===== src/rtl/pe_pkg.sv =====
// rtl/pe_pkg.sv - shared types, constants and arithmetic helpers for the systolic PE
package pe_pkg;

  typedef enum logic {IDLE = 1'b0, ACC = 1'b1} state_t;

  // Widest accumulator the clamp helper handles; ACC_WIDTH must stay below this.
  localparam int MAX_W = 63;
  localparam logic signed [MAX_W:0] SUM_ONE = {{MAX_W{1'b0}}, 1'b1};

  typedef struct packed {
    logic signed [MAX_W-1:0] value;
    logic                    ovf;
  } sat_t;

  function automatic logic pipe_mult_ok(input int p);
    return (p == 0) || (p == 1);
  endfunction

  // Reduce a sign-extended (acc_w+1)-bit sum to acc_w bits, clamping or wrapping.
  function automatic sat_t sat_add(input logic signed [MAX_W:0] sum, input int acc_w,
                                   input logic saturate);
    logic signed [MAX_W:0] hi;
    logic signed [MAX_W:0] lo;
    logic signed [MAX_W:0] wrapped;
    int sh;
    sat_t r;
    hi = (SUM_ONE <<< (acc_w - 1)) - SUM_ONE;
    lo = -hi - SUM_ONE;
    sh = MAX_W + 1 - acc_w;
    wrapped = (sum <<< sh) >>> sh;
    r.ovf = (sum > hi) || (sum < lo);
    if (saturate && (sum > hi)) begin
      r.value = hi[MAX_W-1:0];
    end else if (saturate && (sum < lo)) begin
      r.value = lo[MAX_W-1:0];
    end else begin
      r.value = wrapped[MAX_W-1:0];
    end
    return r;
  endfunction

endpackage


===== src/rtl/pe_mult_pipe.sv =====
// rtl/pe_mult_pipe.sv - signed multiplier with optional register stage carrying beat framing
module pe_mult_pipe
  import pe_pkg::*;
#(
  parameter int DATA_WIDTH = 8,
  parameter int PIPE_MULT  = 0
) (
  input  logic                      clk,
  input  logic                      rstn,
  input  logic                      valid,
  input  logic                      first,
  input  logic                      last,
  input  logic [DATA_WIDTH-1:0]     a,
  input  logic [DATA_WIDTH-1:0]     b,
  output logic [2*DATA_WIDTH-1:0]   prod,
  output logic                      prod_valid,
  output logic                      prod_first,
  output logic                      prod_last
);

  logic [2*DATA_WIDTH-1:0] mult;

  // Low 2*DATA_WIDTH bits of the sign-extended product equal the signed product.
  assign mult = {{DATA_WIDTH{a[DATA_WIDTH-1]}}, a} * {{DATA_WIDTH{b[DATA_WIDTH-1]}}, b};

  if (PIPE_MULT == 0) begin : g_comb
    logic unused_clk;
    assign unused_clk = clk ^ rstn;
    assign prod       = mult;
    assign prod_valid = valid;
    assign prod_first = first;
    assign prod_last  = last;
  end else begin : g_reg
    always_ff @(posedge clk or negedge rstn) begin
      if (!rstn) begin
        prod       <= '0;
        prod_valid <= 1'b0;
        prod_first <= 1'b0;
        prod_last  <= 1'b0;
      end else begin
        prod       <= mult;
        prod_valid <= valid;
        prod_first <= first;
        prod_last  <= last;
      end
    end
  end

endmodule


===== src/rtl/systolic_pe.sv =====
// rtl/systolic_pe.sv - output-stationary MAC node with operand forwarding and result drain
module systolic_pe
  import pe_pkg::*;
#(
  parameter int DATA_WIDTH = 8,
  parameter int ACC_WIDTH  = 20,
  parameter int PIPE_MULT  = 0,
  parameter int SATURATE   = 1
) (
  input  logic                  clk,
  input  logic                  rstn,
  input  logic                  in_valid_i,
  input  logic                  first_i,
  input  logic                  last_i,
  input  logic [DATA_WIDTH-1:0] a_i,
  input  logic [DATA_WIDTH-1:0] b_i,
  output logic [DATA_WIDTH-1:0] a_o,
  output logic [DATA_WIDTH-1:0] b_o,
  output logic                  fwd_valid_o,
  output logic                  fwd_first_o,
  output logic                  fwd_last_o,
  output logic [ACC_WIDTH-1:0]  res_o,
  output logic                  res_valid_o,
  input  logic                  res_ready_i,
  output logic                  busy_o,
  output logic                  ovf_o,
  output logic                  lost_o
);

  localparam int PW  = 2 * DATA_WIDTH;
  localparam int EXT = MAX_W - ACC_WIDTH;

  if (!pipe_mult_ok(PIPE_MULT)) begin : g_bad_pipe_mult
    $error("systolic_pe: PIPE_MULT must be 0 or 1");
  end

  state_t               state_q;
  state_t               state_d;
  logic [PW-1:0]        prod;
  logic                 p_valid;
  logic                 p_first;
  logic                 p_last;
  logic [ACC_WIDTH-1:0] acc_q;
  logic [ACC_WIDTH-1:0] acc_d;
  logic                 ovf_d;
  logic [ACC_WIDTH:0]   prod_ext;
  logic [ACC_WIDTH:0]   sum;
  logic                 frame_start;
  sat_t                 sat;
  logic                 unused_sat_hi;

  pe_mult_pipe #(
    .DATA_WIDTH (DATA_WIDTH),
    .PIPE_MULT  (PIPE_MULT)
  ) u_mult (
    .clk        (clk),
    .rstn       (rstn),
    .valid      (in_valid_i),
    .first      (first_i),
    .last       (last_i),
    .a          (a_i),
    .b          (b_i),
    .prod       (prod),
    .prod_valid (p_valid),
    .prod_first (p_first),
    .prod_last  (p_last)
  );

  always_ff @(posedge clk or negedge rstn) begin
    if (!rstn) begin
      a_o         <= '0;
      b_o         <= '0;
      fwd_valid_o <= 1'b0;
      fwd_first_o <= 1'b0;
      fwd_last_o  <= 1'b0;
    end else begin
      a_o         <= a_i;
      b_o         <= b_i;
      fwd_valid_o <= in_valid_i;
      fwd_first_o <= first_i;
      fwd_last_o  <= last_i;
    end
  end

  // A beat arriving in IDLE opens a frame even when first is missing.
  always_comb begin
    prod_ext    = {{(ACC_WIDTH + 1 - PW){prod[PW-1]}}, prod};
    sum         = {acc_q[ACC_WIDTH-1], acc_q} + prod_ext;
    sat         = sat_add({{EXT{sum[ACC_WIDTH]}}, sum}, ACC_WIDTH, SATURATE != 0);
    frame_start = p_first || (state_q == IDLE);
    if (frame_start) begin
      acc_d = prod_ext[ACC_WIDTH-1:0];
      ovf_d = 1'b0;
    end else begin
      acc_d = sat.value[ACC_WIDTH-1:0];
      ovf_d = ovf_o | sat.ovf;
    end
  end

  assign unused_sat_hi = ^sat.value[MAX_W-1:ACC_WIDTH];

  always_ff @(posedge clk or negedge rstn) begin
    if (!rstn) begin
      state_q <= IDLE;
    end else begin
      state_q <= state_d;
    end
  end

  always_comb begin
    state_d = state_q;
    if (p_valid) begin
      state_d = p_last ? IDLE : ACC;
    end
  end

  always_comb begin
    busy_o = (state_q == ACC);
  end

  always_ff @(posedge clk or negedge rstn) begin
    if (!rstn) begin
      acc_q       <= '0;
      ovf_o       <= 1'b0;
      res_o       <= '0;
      res_valid_o <= 1'b0;
      lost_o      <= 1'b0;
    end else begin
      if (p_valid) begin
        acc_q <= acc_d;
        ovf_o <= ovf_d;
      end
      // A completing frame always loads; only an undrained prior result is lost.
      if (p_valid && p_last) begin
        res_o       <= acc_d;
        res_valid_o <= 1'b1;
        if (res_valid_o && !res_ready_i) begin
          lost_o <= 1'b1;
        end
      end else if (res_valid_o && res_ready_i) begin
        res_valid_o <= 1'b0;
      end
    end
  end

endmodule


===== config.mk =====
export PLATFORM = sky130hd
export DESIGN_NAME = systolic_pe
export DESIGN_NICKNAME = d
export VERILOG_FILES = /design/src/rtl/pe_pkg.sv /design/src/rtl/pe_mult_pipe.sv /design/src/rtl/systolic_pe.sv
export SDC_FILE = /design/constraint.sdc
export NUM_CORES = 1
export LEC_CHECK = 0
export BUFFER_PORTS_ARGS = -buffer_cell sky130_fd_sc_hd__buf_2
export CAP_MARGIN = 25
export CORE_UTILIZATION = 45
export DETAILED_ROUTE_END_ITERATION = 8
export GPL_ROUTABILITY_DRIVEN = 0
export MAX_ROUTING_LAYER = met4
export PLACE_DENSITY_LB_ADDON = 0.05
export SLEW_MARGIN = 15
export SYNTH_ARGS = -nofsm -noshare
export SYNTH_HDL_FRONTEND = slang
export SYNTH_SLANG_ARGS = --single-unit
export TNS_END_PERCENT = 20

===== constraint.sdc =====
create_clock -name clk -period 2.75 [get_ports clk]
set_clock_uncertainty 0.05 [all_clocks]
set_input_delay 0.275 -clock clk [delete_from_list [all_inputs] [get_ports clk]]
set_output_delay 0.275 -clock clk [all_outputs]
set_load 0.03 [all_outputs]

==> flow_metrics.tcl <==
set metrics [dict create \
    critPathKind "primary input to flop" \
    finalHoldViolCount 0 \
    synth_compound_area_share_pct 16.22 \
    core_area_mm2 0.01319 \
    yosysTopAreaCell "dfrtp_1" \
    ys_top_cells_by_area "dfrtp_1, fa_1, ha_1" \
    rows 42 \
    grt_pass1_vias 5813 \
    grt-busiest-layer "met2" \
    cts_buffer_depth 2 \
    tritoncts "done" \
    boundaryPins 65 \
    finalSetupTns_ns -123.63 \
    design.die.area_mm2 0.01395 \
    area_delta_synth_final_pct 44.79 \
    required_ns 2.93 \
    nets 1013 \
    worstSetupStartpointType "primary input" \
    synth_adder_area_share_pct 30.18 \
    tightest_slew_ns 0.9225 \
    r2r-start "acc_q[0]$_DFFE_PN0P_" \
    routed_wl_mm 16.98 \
    critPathLaunch "a_i[3]" \
    dpl_worst_slack_ns -3.806 \
    status "finished, violations left" \
    crit_path_end_kind "flop" \
    port-buffer-count 64 \
    finalMaxSlewViolations 0 \
    hold_path_class "primary input to flop" \
    yosysUniqueCellTypes 62 \
    synth_edf_count 0 \
    hold_buffers 0 \
    worst_hold_startpoint "last_i" \
    synthSimpleGateAreaFrac_pct 15.72 \
    cap_violations 0 \
    clkTransAtPathRegs_ns 0.06 \
    synthFlopType "dfrtp_1" \
    violations "setup timing" \
    synth_top_family_by_area "adder cells" \
    clock_latency_ns 0.34 \
    antenna_found_initial 0 \
    nFillCells 1069 \
    synth_area_mm2 0.006065 \
    htreeDepth 3 \
    crit_path_max_fanout 7 \
    drcViolationCount 0 \
    syn_avg_cell_area_um2 9.133 \
    fmax_mhz 169.9 \
    via_per_inst 5.119 \
    grt_pass1_wl_mm 28.13 \
    vias 5452 \
    drtPass1Iterations 4 \
    wl_per_cell_um 15.94 \
    insertedDiodeCount 0 \
    ys_ff_latch 63 \
    floorplan.initialDensity_pct 45.98 \
    grt_remaining_overflow 0 \
    period_needed_ns 5.885 \
    numCtsBuffers 9 \
    drt_iter0_drc 234 \
    cts-root-buf "clkbuf_16" \
    fin_crit_sh_pct 214.0 \
    critical-path-max-stage-delay_ns 0.55 \
    muxShareOfSynthArea_pct 0.1857 \
    synth_top_area_share_pct 26.00 \
    yosys_warnings 0 \
    use_met2_pct 45.63 \
    synth_fp_nets 793 \
    clock_sinks 63 \
    postRouteAntennaNets 0 \
    fp.dieW_um 118.1 \
    cpMostUsedCell "fa_1" \
    synth-xor-area-share_pct 4.621 \
    dieHeight_um 118.1 \
    slowest_stage "fa_1" \
    slew_headroom_pct 38.50 \
    crit_chain "buf_4 > and2_4 > fa_1 > fa_1 > fa_1 > inv_1 > fa_1 > inv_2 > ha_4 > o21a_1 > o21ai_2 > o21ai_2 > a31o_2 > a21oi_2 > xnor2_2 > buf_6 > buf_6 > ha_1 > nor2b_1 > o21ai_1 > or3_4 > o21a_4 > maj3_2 > a221o_1" \
    dp_hpwl_mm 13.12 \
    syn_inst 664 \
    setup_violations 41 \
    synth-seq-area-share_pct 26.00 \
    async_reset_ff_share_pct 100.0 \
    grt.total_usage_pct 26.60 \
    rsz0062_at_grt "true" \
    setup_slack_ns -3.135 \
    use_met3_pct 3.973 \
    drive_gt1_share_pct 39.26 \
    grt_use_met1_pct 31.58 \
    crit_arrival_ns 6.06 \
    grt_max_degree 37 \
]
## state kept, by name, summed over array words and instances, names as in the netlist
register and cells:
fwd_valid_o 1, busy_o 1, fwd_last_o 1, res_o 20, fwd_first_o 1, ovf_o 1
a_o 8, lost_o 1, b_o 8, res_valid_o 1, acc_q 20
## cells in the final DEF, fill, tap and decap left out, types with 6 or more instances in the layout
cell and count:
nand2_1 44, buf_4 146, nand2b_1 6, xor2_1 13
and2_4 11, o21ai_0 17, buf_12 7, buf_2 52
a21o_1 7, a211oi_2 6, ha_1 37, nor2_1 58
nor2b_1 7, o21bai_1 6, inv_2 11, and2_1 35
o21ai_2 6, dfrtp_1 63, fa_1 55, a31oi_1 8
nor3_2 6, o22ai_1 7, xnor2_1 17, o21ai_1 6
inv_1 89, ha_4 11, clkbuf_16 9, buf_6 15
nand2_2 7, a21oi_1 26
## final timing paths
path / to / slack [ns] / depth (start not counted)
min: fwd_last_o$_DFF_PN0_ / 0.01 / 1
min reg2reg: lost_o$_DFFE_PN0P_ / 0.43 / 1
min in group asynchronous: busy_o$_DFFE_PN0P_ / 0.02 / 1
max reg2reg: acc_q[16]$_DFFE_PN0P_ / -0.38 / 14
max in group asynchronous: acc_q[16]$_DFFE_PN0P_ / 1.95 / 2
max: res_o[8]$_DFFE_PN0P_ / -3.13 / 24
## critical path: cells and delay by family
kind / cells / cell delay, ns
adder cells (fa/ha/maj): 7 / 2.91
buffers and inverters: 5 / 0.50
XOR/XNOR: 1 / 0.08
AO/OA/AOI/OAI: 8 / 1.53
AND/OR/NAND/NOR: 3 / 0.75
## per-layer routing
metal  up-vias  wire length, um
li1       2649                -
met1      2654             7439
met3        30              593
met5         -                0
met2       119             8466
met4         0              480
## kinds of logic (layout without fill, tap and decap cells)
kind of cell | Yosys count | in the layout
AOI/OAI and AO/OA | 143 | 143
xor gates and xnor gates | 32 | 32
adders and majority gates | 114 | 114
buffers and inverters | 114 | 339
DFF | 63 | 63
muxes | 1 | 1
and+or+nand+nor | 197 | 197
## cell type report
cell class,count,area (um2),share of cell area (%)
inverter,101,379.1,4.317
sequential,63,1577,17.95
timing repair buffer,222,1695,19.31
multi-input combinational,487,4584,52.21
tap,176,220.2,2.508
clock buffer,13,260.3,2.964
clock inverter,3,65.06,0.7410
## metrics by stage
step	cell area (um2)	hold WS, ns	instances	util (%)
6_report	8781	0.01388	1065	66.57
5_1_grt	8781	0.008372	1065	66.57
4_1_cts	8631	0.001562	1061	65.43
3_5_place_dp	7690	0.3604	1027	58.30
3_3_place_gp	7690	0.3574	1027	58.30
2_1_floorplan	6153	-0.07059	664	-
## synth_stat cells, types with 2 or more instances
| cell | number |
|---|---|
| nand4_1 | 2 |
| o2bb2ai_1 | 2 |
| ha_1 | 51 |
| a31oi_1 | 9 |
| clkbuf_1 | 11 |
| inv_1 | 100 |
| o211ai_1 | 2 |
| o21a_1 | 5 |
| a2111oi_0 | 2 |
| a211oi_1 | 9 |
| a221oi_1 | 3 |
| a21oi_1 | 30 |
| o21ai_0 | 26 |
| nand2b_1 | 6 |
| o221ai_1 | 4 |
| a31o_2 | 2 |
| maj3_1 | 6 |
| and2_1 | 46 |
| xnor2_1 | 19 |
| o21bai_1 | 6 |
| o21ai_1 | 4 |
| nand2_1 | 52 |
| a311oi_1 | 3 |
| a22oi_1 | 2 |
| nand3_1 | 3 |
| a21o_1 | 7 |
| a21boi_0 | 2 |
| nor2_1 | 60 |
| dfrtp_1 | 63 |
| nor2b_1 | 9 |
| xor2_1 | 13 |
| a211oi_2 | 2 |
| fa_1 | 56 |
| o22ai_1 | 8 |
| a22o_1 | 2 |
| nor3_1 | 10 |
| a221o_1 | 2 |
## repair_timing
action / in CTS / in global routing
setup endpoints to repair: 41 / 41
setup buffers: 19 / 6
pin swaps: 72 / 24
gates resized for setup: 118 / 21
Power is not shown: default switching activity piles up to over one toggle a cycle in this logic, so the estimate is an artifact.
